<file path="src/rtl/riscv_scoreboard_hazard_unit.sv">
// rtl/riscv_scoreboard_hazard_unit.sv - scoreboard-based hazard, stall/flush and forwarding control for a 5-stage RV32I pipeline
//
// Purpose:
//   Tracks destination registers of loads that memory has accepted but whose
//   data has not yet been written back (variable latency), counts outstanding
//   loads, and derives the pipeline stall, flush and operand-forwarding
//   controls. With FWD_EN = 0, every RAW hazard against E/M/W is resolved by
//   stalling decode, and the forward selects stay at the register file.
//
// Ports:
//   i_clk, i_rst                  clock (rising edge), synchronous active-high reset
//   i_rs1/rs2_addr_d, *_used_d    decode-stage source operands
//   i_rd_addr_d, i_reg_wr_en_d    decode-stage destination
//   i_is_load_d                   decode instruction is a load
//   i_rs1/rs2_addr_e, i_rd_addr_e execute-stage operands and destination
//   i_reg_wr_en_e, i_is_load_e    execute-stage write enable / load flag
//   i_rd_addr_m, i_reg_wr_en_m    memory-stage non-load write
//   i_rd_addr_w, i_reg_wr_en_w    writeback-stage write
//   i_ld_issue, i_ld_issue_rd     load accepted by data memory this cycle
//   i_ld_resp_valid, i_ld_resp_rd load data written to the register file this cycle
//   i_redirect_e                  taken branch/jump resolved in E
//   o_stall_f, o_stall_d          hold PC / hold F-D register
//   o_flush_d, o_flush_e          clear F-D / clear D-E (bubble)
//   o_fwd_ae, o_fwd_be            E operand source: 00 regfile, 01 W, 10 M, 11 load response
//   o_busy_vec                    bit r set = load pending to register r
//   o_ld_cnt                      number of outstanding loads

module riscv_scoreboard_hazard_unit #(
    parameter int NREG    = 32,
    parameter int MAX_OUT = 4,
    parameter int FWD_EN  = 1,
    localparam int AW     = $clog2(NREG)
) (
    input  logic            i_clk,
    input  logic            i_rst,
    input  logic [AW-1:0]   i_rs1_addr_d,
    input  logic [AW-1:0]   i_rs2_addr_d,
    input  logic            i_rs1_used_d,
    input  logic            i_rs2_used_d,
    input  logic [AW-1:0]   i_rd_addr_d,
    input  logic            i_reg_wr_en_d,
    input  logic            i_is_load_d,
    input  logic [AW-1:0]   i_rs1_addr_e,
    input  logic [AW-1:0]   i_rs2_addr_e,
    input  logic [AW-1:0]   i_rd_addr_e,
    input  logic            i_reg_wr_en_e,
    input  logic            i_is_load_e,
    input  logic [AW-1:0]   i_rd_addr_m,
    input  logic            i_reg_wr_en_m,
    input  logic [AW-1:0]   i_rd_addr_w,
    input  logic            i_reg_wr_en_w,
    input  logic            i_ld_issue,
    input  logic [AW-1:0]   i_ld_issue_rd,
    input  logic            i_ld_resp_valid,
    input  logic [AW-1:0]   i_ld_resp_rd,
    input  logic            i_redirect_e,
    output logic            o_stall_f,
    output logic            o_stall_d,
    output logic            o_flush_d,
    output logic            o_flush_e,
    output logic [1:0]      o_fwd_ae,
    output logic [1:0]      o_fwd_be,
    output logic [NREG-1:0] o_busy_vec,
    output logic [3:0]      o_ld_cnt
);

    localparam logic [1:0] FWD_RF   = 2'b00;
    localparam logic [1:0] FWD_W    = 2'b01;
    localparam logic [1:0] FWD_M    = 2'b10;
    localparam logic [1:0] FWD_RESP = 2'b11;

    logic [NREG-1:0] busy_q;
    logic [NREG-1:0] busy_nxt;
    logic [3:0]      cnt_q;
    logic [3:0]      cnt_nxt;

    // ------------------------------------------------------------------
    // Scoreboard: clear on response first, then set on issue, so an issue
    // and a response to the same register in one cycle leave it busy.
    // ------------------------------------------------------------------
    always_comb begin
        busy_nxt = busy_q;
        for (int r = 0; r < NREG; r++) begin
            if (i_ld_resp_valid && (i_ld_resp_rd == AW'(r))) begin
                busy_nxt[r] = 1'b0;
            end
        end
        for (int r = 1; r < NREG; r++) begin
            if (i_ld_issue && (i_ld_issue_rd == AW'(r))) begin
                busy_nxt[r] = 1'b1;
            end
        end
        busy_nxt[0] = 1'b0;
    end

    // Saturating count; an issue while full or a response while empty is
    // a protocol violation and is dropped rather than wrapping the count.
    always_comb begin
        cnt_nxt = cnt_q;
        if (i_ld_issue && !i_ld_resp_valid) begin
            if (cnt_q < 4'(MAX_OUT)) begin
                cnt_nxt = cnt_q + 4'd1;
            end
        end else if (!i_ld_issue && i_ld_resp_valid) begin
            if (cnt_q != 4'd0) begin
                cnt_nxt = cnt_q - 4'd1;
            end
        end
    end

    always_ff @(posedge i_clk) begin
        if (i_rst) begin
            busy_q <= '0;
            cnt_q  <= 4'd0;
        end else begin
            busy_q <= busy_nxt;
            cnt_q  <= cnt_nxt;
        end
    end

    // ------------------------------------------------------------------
    // Decode hazard detection. Only the registered scoreboard is used; a
    // response arriving this cycle does not release decode until next cycle.
    // ------------------------------------------------------------------

    // A load to r is pending if the scoreboard says so, a load sits in E,
    // or a load is being accepted by memory right now.
    function automatic logic load_pending(
        input logic [NREG-1:0] busy,
        input logic [AW-1:0]   r,
        input logic            ld_e,
        input logic [AW-1:0]   rd_e,
        input logic            ld_iss,
        input logic [AW-1:0]   iss_rd
    );
        return busy[r] || (ld_e && (rd_e == r)) || (ld_iss && (iss_rd == r));
    endfunction

    // A non-load result to r still in flight in E, M or W.
    function automatic logic alu_pending(
        input logic [AW-1:0] r,
        input logic          wr_e,
        input logic [AW-1:0] rd_e,
        input logic          wr_m,
        input logic [AW-1:0] rd_m,
        input logic          wr_w,
        input logic [AW-1:0] rd_w
    );
        return (wr_e && (rd_e == r)) || (wr_m && (rd_m == r)) || (wr_w && (rd_w == r));
    endfunction

    logic       rs1_live;
    logic       rs2_live;
    logic       rd_live;
    logic       raw_load;
    logic       waw_load;
    logic       ld_full;
    logic       raw_alu;
    logic       stall;
    logic [4:0] ld_demand;

    assign rs1_live = i_rs1_used_d && (i_rs1_addr_d != '0);
    assign rs2_live = i_rs2_used_d && (i_rs2_addr_d != '0);
    assign rd_live  = i_reg_wr_en_d && (i_rd_addr_d != '0);

    assign raw_load =
        (rs1_live && load_pending(busy_q, i_rs1_addr_d, i_is_load_e, i_rd_addr_e,
                                  i_ld_issue, i_ld_issue_rd)) ||
        (rs2_live && load_pending(busy_q, i_rs2_addr_d, i_is_load_e, i_rd_addr_e,
                                  i_ld_issue, i_ld_issue_rd));

    // Writing rd before an older load to rd completes would let the late
    // load response overwrite the newer value.
    assign waw_load =
        rd_live && load_pending(busy_q, i_rd_addr_d, i_is_load_e, i_rd_addr_e,
                                i_ld_issue, i_ld_issue_rd);

    // Loads in E and at the memory port will occupy slots before this one.
    assign ld_demand = {1'b0, cnt_q} + 5'(i_is_load_e) + 5'(i_ld_issue);
    assign ld_full   = i_is_load_d && (ld_demand >= 5'(MAX_OUT));

    assign raw_alu = (FWD_EN == 0) && (
        (rs1_live && alu_pending(i_rs1_addr_d, i_reg_wr_en_e, i_rd_addr_e,
                                 i_reg_wr_en_m, i_rd_addr_m, i_reg_wr_en_w, i_rd_addr_w)) ||
        (rs2_live && alu_pending(i_rs2_addr_d, i_reg_wr_en_e, i_rd_addr_e,
                                 i_reg_wr_en_m, i_rd_addr_m, i_reg_wr_en_w, i_rd_addr_w)));

    assign stall = !i_rst && (raw_load || waw_load || ld_full || raw_alu);

    // A redirect squashes the stalled decode instruction anyway, so it wins.
    assign o_stall_f = stall && !i_redirect_e;
    assign o_stall_d = stall && !i_redirect_e;
    assign o_flush_d = !i_rst && i_redirect_e;
    assign o_flush_e = !i_rst && (i_redirect_e || stall);

    // ------------------------------------------------------------------
    // Forwarding: youngest producer wins (M, then load response, then W).
    // ------------------------------------------------------------------
    function automatic logic [1:0] fwd_sel(
        input logic [AW-1:0] r,
        input logic          wr_m,
        input logic [AW-1:0] rd_m,
        input logic          rsp,
        input logic [AW-1:0] rsp_rd,
        input logic          wr_w,
        input logic [AW-1:0] rd_w
    );
        logic [1:0] sel;
        sel = FWD_RF;
        if (r != '0) begin
            if (wr_m && (rd_m == r)) begin
                sel = FWD_M;
            end else if (rsp && (rsp_rd == r)) begin
                sel = FWD_RESP;
            end else if (wr_w && (rd_w == r)) begin
                sel = FWD_W;
            end
        end
        return sel;
    endfunction

    always_comb begin
        o_fwd_ae = FWD_RF;
        o_fwd_be = FWD_RF;
        if ((FWD_EN != 0) && !i_rst) begin
            o_fwd_ae = fwd_sel(i_rs1_addr_e, i_reg_wr_en_m, i_rd_addr_m,
                               i_ld_resp_valid, i_ld_resp_rd, i_reg_wr_en_w, i_rd_addr_w);
            o_fwd_be = fwd_sel(i_rs2_addr_e, i_reg_wr_en_m, i_rd_addr_m,
                               i_ld_resp_valid, i_ld_resp_rd, i_reg_wr_en_w, i_rd_addr_w);
        end
    end

    // State outputs read zero while reset is held, even before the first edge.
    assign o_busy_vec = i_rst ? '0 : busy_q;
    assign o_ld_cnt   = i_rst ? 4'd0 : cnt_q;

endmodule

</file>
<file path="config.mk">
export PLATFORM = sky130hd
export DESIGN_NAME = riscv_scoreboard_hazard_unit
export DESIGN_NICKNAME = d
export VERILOG_FILES = /design/src/rtl/riscv_scoreboard_hazard_unit.sv
export SDC_FILE = /design/constraint.sdc
export NUM_CORES = 1
export LEC_CHECK = 0
export ABC_CLOCK_PERIOD_IN_PS = 3620
export BUFFER_PORTS_ARGS = -buffer_cell sky130_fd_sc_hd__buf_4
export CORE_UTILIZATION = 35
export CTS_CLUSTER_SIZE = 14
export DETAILED_ROUTE_END_ITERATION = 16
export GPL_TIMING_DRIVEN = 0
export MAX_ROUTING_LAYER = met4
export SYNTH_ARGS = -nofsm -noshare
export SYNTH_HDL_FRONTEND = slang
export SYNTH_SLANG_ARGS = --single-unit
</file>
<file path="constraint.sdc">
create_clock -name i_clk -period 3.62 [get_ports i_clk]
set_clock_uncertainty 0.1 [all_clocks]
set_input_delay 0.724 -clock i_clk [delete_from_list [all_inputs] [get_ports i_clk]]
set_output_delay 0.724 -clock i_clk [all_outputs]
set_load 0.03 [all_outputs]
</file>
==> results.txt, run 1 <==
The number of warnings printed during yosys synthesis is 0. The total global-route track usage is a little under a quarter. TritonCTS built the clock tree. After detailed routing, the number of vias per cell comes to roughly 5.6.

The required time of the worst setup path is ~2.8 ns. Routability-driven placement finished with a final weighted congestion of between 0.8 and 0.9. The detailed-route wire length per cell came out at approximately 18 um.

Measured along the y axis, the die boundary spans 101.7 um. The effective utilization at floorplan is a little over a third. Setup repair after global routing could not meet its margin everywhere. The fraction of registers with async set or reset after synthesis is 0%. The CTS buffer count came out at 5. The slew of the pin with the lowest slew margin is about 0.58 ns. The number of enable-type register cells in the synthesized netlist came out at 0. Counting flops and latches in the post-synthesis netlist gives 35. Of the available clock period, the critical path in the final layout requires 97.54%.

The average cell area after synthesis is around 8.4 um2. The kind of critical path is input pin to primary output. The pre-CTS setup slack is -0.1420 ns. The setup-violating endpoint count in the final report is 0. The number of cell rows is 36. The startpoint identified for the worst hold timing path is cnt_q[3]. The kind of end point of the critical path is a primary output.

The most critical setup path has its startpoint at i_ld_issue. The via count of the first global-routing pass is around 3500. The first detailed-routing pass ran for 5 iterations. CTS placed an instance of sky130_fd_sc_hd__clkbuf_8 at the clock tree root. The synthesized netlist net count is roughly 480.

The cell area after synthesis is 3482 um2. Across the run, the number of max-cap violations was 0. The power after layout is about 1.3 mW. The static leakage came out at around 1.8 nW. The routed layout has 3630 vias. The count of non-filler cells in the finished layout is 647. The number of violations reported at the end of detailed-routing iteration 0 came out at between 150 and 200. The initial antenna violation count came out at 0.

The max-slew violation total from the final report came out at 0. The synthesized netlist cell count came out at about 420. The number of placed instances, taps included, is ~640. The largest net degree at the start of global routing is 12.

The worst endpoint data arrival time came out at approximately 2.7 ns. The commonest register cell after synthesis is sky130_fd_sc_hd__dfxtp_1. The die is slightly above 100 um wide. Derived from the worst setup path, the maximum achievable clock frequency is around 280 MHz. The fraction of final layout cells with drive strength greater than 1 came out at roughly 29%. After global routing the overflow that remains totals 0. The number of levels the H-tree was split into came out at 2. The final design utilization is 46.46%.

The library cell used most frequently in the layout, excluding fill and tap cells, is sky130_fd_sc_hd__buf_4. By area the synthesized netlist is led by sky130_fd_sc_hd__dfxtp_1 (20%), sky130_fd_sc_hd__o21ai_0 (9.5%), sky130_fd_sc_hd__xnor2_1 (8.6%). The maximum VDD drop came out at 0.1255 mV.

The clock latency reported for the late side of the worst-skew pair came out at 0.28 ns. The total negative slack for setup checks is 0 ns. The post-synthesis sequential area ratio came out at roughly 20%. Of all cell types, the one taking the most synthesized area is sky130_fd_sc_hd__dfxtp_1. The power density over the cells is roughly 300 nW/um2. The number of clock sinks seen by CTS is 35. The worst setup path is launched from an input pin.

The highest fanout seen on the critical path is 4. The maximum clock insertion buffer count came out at 2. The number of placed I/O pins is about 110. The worst setup margin is roughly 0.089 ns. The layout overhead on the synthesized area is 29.82%. The wire length of the first global-routing pass came out at between 15 and 20 mm. The region available for standard cell placement spans roughly 10000 um2. The launching point of the worst reg2reg path is cnt_q[2]. The hold violation count in the final report is 0. The HPWL reported at the end of detailed placement is approximately 9.4 mm. The kind of path behind the tightest hold check is register to register.

0 antenna diodes ended up in the layout. The final layout net count is slightly below 600. Summed over its instances, the top area cell type makes up approximately a fifth of the synthesized netlist area. During placement, the flow inserted port buffers numbering 89. The final critical delay including setup and external delays came out at around 3.5 ns. After clock tree synthesis, the clock-pin slew on the worst setup and hold paths is 0.07 ns. The detail route stage leaves a number of antenna-violating nets equal to 0. The aggregate routed wire length is 11.73 mm.

The headroom to the max-slew limit is between 60% and 70%. The remaining design rule violation count is 0. The number of distinct library cell variants in the gate-level netlist after synthesis is 51.

The die covers 10350 um2. In the layout the commonest cells are sky130_fd_sc_hd__buf_4 (94), sky130_fd_sc_hd__o21ai_0 (65), sky130_fd_sc_hd__nor2b_1 (42). The flow ran to the end, and the final reports show no timing, DRC or antenna violations.
[per-layer routing]
| layer | wire [um] | global-route usage (%) |
|---|---|---|
| met3 | 756 | 2.346 |
| met5 | 0 | - |
| met1 | 5199 | 29.45 |
| met2 | 5425 | 39.14 |
| met4 | 345 | 9.810 |
[worst max-delay path, cell delays in order]
cell and delay (ns):
sky130_fd_sc_hd__buf_4 0.12, sky130_fd_sc_hd__clkinvlp_4 0.10, sky130_fd_sc_hd__fa_2 0.40, sky130_fd_sc_hd__inv_2 0.05, sky130_fd_sc_hd__ha_2 0.15, sky130_fd_sc_hd__and2_1 0.12, sky130_fd_sc_hd__a21oi_1 0.07, sky130_fd_sc_hd__o21ai_2 0.19
sky130_fd_sc_hd__o41ai_4 0.13, sky130_fd_sc_hd__o41ai_2 0.29, sky130_fd_sc_hd__o221ai_1 0.17, sky130_fd_sc_hd__buf_4 0.20
[final cells by class]
class                   count  area (um2)
fillers                  1006        5209
multi-input cells         341        2643
flip-flops and latches     35       700.7
repair buffers             92       690.7
well taps                 133       166.4
plain buffers              28       161.4
clock buffers               6       82.58
inverters                  10       41.29
clock inverters             2       35.03
[registers in the layout, indices dropped and copies added (netlist names)]
| signal | count |
|---|---|
| busy_q | 31 |
| cnt_q | 4 |
[path summary, 6_finish.rpt]
| path | slack, ns | to | cells past startpoint |
|---|---|---|---|
| worst max-delay path | 0.09 | o_flush_e | 12 |
| worst min register to register | 0.43 | cnt_q[3] | 2 |
| worst max register to register | 1.79 | cnt_q[1] | 5 |
| worst min-delay path | 0.43 | cnt_q[3] | 2 |
[power breakdown]
part	internal, mW	total, mW	switching, mW	leakage [nW]
Sequential	0.409	0.442	0.0335	0.283
Clock	0.223	0.376	0.153	0.0612
Combinational	0.243	0.526	0.284	1.47
[cells in the mapped netlist (10+ instances only)]
| cell | count |
|---|---|
| sky130_fd_sc_hd__o21ai_0 | 66 |
| sky130_fd_sc_hd__nor2b_1 | 42 |
| sky130_fd_sc_hd__dfxtp_1 | 35 |
| sky130_fd_sc_hd__xnor2_1 | 34 |
| sky130_fd_sc_hd__xor2_1 | 28 |
| sky130_fd_sc_hd__clkbuf_1 | 16 |
| sky130_fd_sc_hd__mux2i_1 | 15 |
| sky130_fd_sc_hd__nand3_1 | 15 |
| sky130_fd_sc_hd__nor2_1 | 15 |
| sky130_fd_sc_hd__mux4_2 | 13 |
| sky130_fd_sc_hd__nand2_1 | 11 |
| sky130_fd_sc_hd__nand2b_1 | 11 |
| sky130_fd_sc_hd__inv_1 | 10 |
[through the flow]
stage	area [um2]	hold slack [ns]
2_1_floorplan	3485	0.3710
5_1_grt	4521	0.5218
3_5_place_dp	4319	0.4124
4_1_cts	4458	0.4270
3_3_place_gp	4319	0.3936
6_report	4521	0.4319
[cell families after synthesis]
logic type | count (synthesis) | synth area share [%]
flip-flops | 35 | 20.12
other | 1 | 0.1077
adder cells (fa/ha/maj) | 6 | 2.587
multiplexers | 34 | 16.38
buffers and inverters | 39 | 5.606
AND/OR/NAND/NOR | 136 | 22.21
XOR/XNOR | 62 | 15.59
AO/OA/AOI/OAI | 102 | 17.39
[what timing repair did]
| item | in CTS | in global routing |
|---|---|---|
| resized for setup | 4 | 20 |
| endpoints found under the setup margin | 3 | 3 |
| buffers inserted | 1 | 2 |
| cloned | 0 | 0 |
| hold buffers | 0 | 0 |
| pin swaps | 3 | 5 |
No activity file was read; power rests on OpenSTA's default activity.
==> run 2, diff against run 1 <==
--- a/config.mk
+++ b/config.mk
@@ -12,6 +12,7 @@
 export DETAILED_ROUTE_END_ITERATION = 16
 export GPL_TIMING_DRIVEN = 0
 export MAX_ROUTING_LAYER = met4
+export REMOVE_ABC_BUFFERS = 1
 export SYNTH_ARGS = -nofsm -noshare
 export SYNTH_HDL_FRONTEND = slang
 export SYNTH_SLANG_ARGS = --single-unit
==> results.txt, run 2 (synthesis gave the netlist of run 1 again) <==
The run finished with clean final reports. The initial antenna violation count came out at 0 (unchanged). The final design utilization is 45.64% (-0.82 points). The placer congestion estimate came to 0.8789 (+2.2%). The number of cell rows is 36 (unchanged). The number of max-cap violations came to 0 (unchanged).

The die width is 101.7 um (unchanged). The slew of the pin with the lowest slew margin was 0.5185 ns (-0.06592 ns). The hold slack is 0.4536 ns (+0.02169 ns). The count of input and output buffers came to 104 (+17%).

The endpoint of the lowest-slack register-to-register path is cnt_q[3]. The number of violations reported at the end of detailed-routing iteration 0 came to 153 (-1.9%). The minimum setup slack among reg-to-reg paths is 1.78 ns (about the same). The headroom to the max-slew limit was 64.89% (+3.8 points). The critical path startpoint is i_ld_issue. The area enclosed by the die boundary came out at 10350 um2 (unchanged). The area of combinational cells with multiple inputs is 2634 um2 (-0.33%). The required time of the worst setup path came to 2.80 ns (about the same). The die extent in y is 101.7 um (unchanged).

The maximum VDD drop was 0.1422 mV (+13%). The register share of total power is 35.5% (+2.6 points). TritonCTS built the clock tree. The fraction of the cycle the final worst path needs was 96.74% (-0.79 points). The area of the core region came out at 9729 um2 (unchanged). The final critical delay including setup and external delays was 3.502 ns (-0.02873 ns). The final layout net count is 569 (-2.2%). The combined flip-flop and latch cell area is 700.7 um2 (unchanged).

The register with the most flip-flops in the final layout is busy_q. The combinational power share is 41.5% (+2.4 points). The power density over the cells is 283.1 nW/um2 (-4.8%).

The aggregate routed wire length came to 11.35 mm (-3.2%). The first-pass iteration count of the detailed router is 5 (unchanged). The number of flip-flops in the largest register came out at 31 (unchanged). The remaining design rule violation count came out at 0 (unchanged).

The highest clock frequency the design can meet came out at 285.5 MHz (+0.82%). The critical path endpoint is o_flush_e. The kind of critical path is input pin to primary output.

The aggregate global routing overflow is 0 (unchanged). The maximum clock insertion buffer count is 2 (unchanged). In the layout the commonest cells are sky130_fd_sc_hd__buf_4 (106), sky130_fd_sc_hd__o21ai_0 (65), sky130_fd_sc_hd__nor2b_1 (42). The CTS buffer count is 5 (unchanged). The number of placed I/O pins came to 107 (unchanged). The tightest min-delay check is of the register to register type. The switching part of the total is 36.36% (+1.4 points).

Leaving out fill and tap cells, the most frequent cell in the layout is sky130_fd_sc_hd__buf_4. The startpoint identified for the worst register-to-register timing path is cnt_q[1]. The detailed-route wire length per cell is 17.92 um (-1.1%). The largest registers in the layout are busy_q x31, cnt_q x4. The static leakage came to 1.770 nW (-2.4%). The effective utilization at floorplan came to 35.79% (unchanged). The highest fanout seen on the critical path came out at 2 (-2). The count of antenna diodes in the layout was 0 (unchanged). The via count of the routed design came out at 3533 (-2.7%). The clock latency reported for the late side of the worst-skew pair is 0.29 ns (about the same). The wire length of the first global-routing pass was 17.77 mm (-1.7%). The worst endpoint data arrival time came to 2.68 ns (-0.03 ns). The setup-violating endpoint count in the final report came to 0 (unchanged). The summed area of non-filler cells in the final layout is 4441 um2 (-1.8%). The largest net degree at the start of global routing is 48 (+36).

The total global-route track usage came out at 23.31% (-0.38 points). The max-slew violation total from the final report came to 0 (unchanged). The cell internal power dissipation is 0.8002 mW (-8.5%). The placed standard-cell area is 4272 um2 (-1.1%). The residual antenna-violating net count after detailed routing is 0 (unchanged). The clock-pin slew of the registers on the worst-case setup and hold paths came out at 0.07 ns (about the same).

The relative contribution of the clock network to total power came to 23.0% (-5.0 points). The kind of end point of the critical path is a primary output. The fill cell instance count of the final layout came out at 996 (-0.99%).

The pre-CTS setup slack is -0.1480 ns (-0.006018 ns). The number of clock sinks seen by CTS came out at 35 (unchanged). The via count of the first global-routing pass is 3407 (-3.7%).

The worst setup path is launched from an input pin. The switching power came out at 0.4571 mW (-2.9%). The total negative slack for setup checks is 0 ns (unchanged).

The layout overhead on the synthesized area came out at 27.52%. The worst setup margin was 0.1180 ns (+0.02873 ns). CTS placed an instance of sky130_fd_sc_hd__clkbuf_8 at the clock tree root.

The hold violation count in the final report is 0 (unchanged). The fraction of final layout cells with drive strength greater than 1 is 29.00% (+0.21 points). The HPWL reported at the end of detailed placement came out at 8.695 mm (-7.3%). The number of vias per cell after detailed routing came out at 5.581 (-0.52%). The depth of the most critical reg-to-reg path is 6 (+1).

The number of levels the H-tree was split into is 2 (unchanged).
## run 2: cell count changes in the layout (fill, tap and decap cells not counted), moves of 4 or more
cell / previous run / this run
sky130_fd_sc_hd__clkbuf_2: 5 / 0
sky130_fd_sc_hd__clkbuf_1: 11 / 0
sky130_fd_sc_hd__buf_4: 94 / 106
sky130_fd_sc_hd__buf_2: 4 / 0
sky130_fd_sc_hd__buf_6: 4 / 0
## run 2: how the worst min path moves through the flow
stage,cells after the start,slack (ns),start,to
after floorplan,2,0.36,cnt_q[3],cnt_q[3]
after global placement,2,0.40,cnt_q[3],cnt_q[3]
after detailed placement,2,0.42,cnt_q[3],cnt_q[3]
after CTS,2,0.44,cnt_q[3],cnt_q[3]
after global routing,2,0.49,cnt_q[3],cnt_q[3]
final,2,0.45,cnt_q[3],cnt_q[3]
## run 2: power groups by stage
| stage | Combinational, mW | Clock, mW | Sequential, mW |
|---|---|---|---|
| after floorplan | 0.300 | 0 | 0.440 |
| after global placement | 0.484 | 0 | 0.450 |
| after detailed placement | 0.494 | 0 | 0.451 |
| after CTS | 0.514 | 0.295 | 0.445 |
| after global routing | 0.579 | 0.314 | 0.452 |
| final | 0.522 | 0.289 | 0.447 |
## run 2: routing by layer
layer	global-route usage, %	vias up	routed length [um]
met4	7.246	0	227
li1	-	1667	-
met2	37.06	158	5243
met3	3.520	22	701
met1	30.34	1686	5173
met5	-	-	0
## run 2: area by class of cell
| class | instances | share of cell area [%] |
|---|---|---|
| sequential | 35 | 15.78 |
| timing repair buffer | 107 | 18.26 |
| multi-input combinational | 341 | 59.31 |
| tap | 133 | 3.748 |
| inverter | 10 | 0.9298 |
| clock inverter | 1 | 0.1127 |
| clock buffer | 6 | 1.860 |
## run 2: timing repair
| item | CTS | global route |
|---|---|---|
| hold buffers | 0 | 0 |
| resized for setup | 10 | 4 |
| gates cloned | 0 | 0 |
| pin swaps | 3 | 2 |
| setup buffers | 3 | 0 |
| setup endpoints to repair | 3 | 3 |
## run 2: stage by stage
step | power (mW) | std cells
after floorplan | 0.7395 | 386
after global placement | 0.9344 | 623
after detailed placement | 0.9453 | 623
after CTS | 1.254 | 633
after global routing | 1.345 | 633
final | 1.257 | 633
## run 2: worst max-delay path, stage by stage
cell and delay [ns]:
sky130_fd_sc_hd__buf_8 0.08, sky130_fd_sc_hd__clkinvlp_4 0.09, sky130_fd_sc_hd__fa_2 0.39, sky130_fd_sc_hd__inv_2 0.07
sky130_fd_sc_hd__ha_4 0.12, sky130_fd_sc_hd__and2_4 0.12, sky130_fd_sc_hd__a21oi_1 0.07, sky130_fd_sc_hd__o21ai_2 0.17
sky130_fd_sc_hd__o41ai_2 0.11, sky130_fd_sc_hd__o41ai_1 0.32, sky130_fd_sc_hd__o221ai_1 0.19, sky130_fd_sc_hd__buf_4 0.20
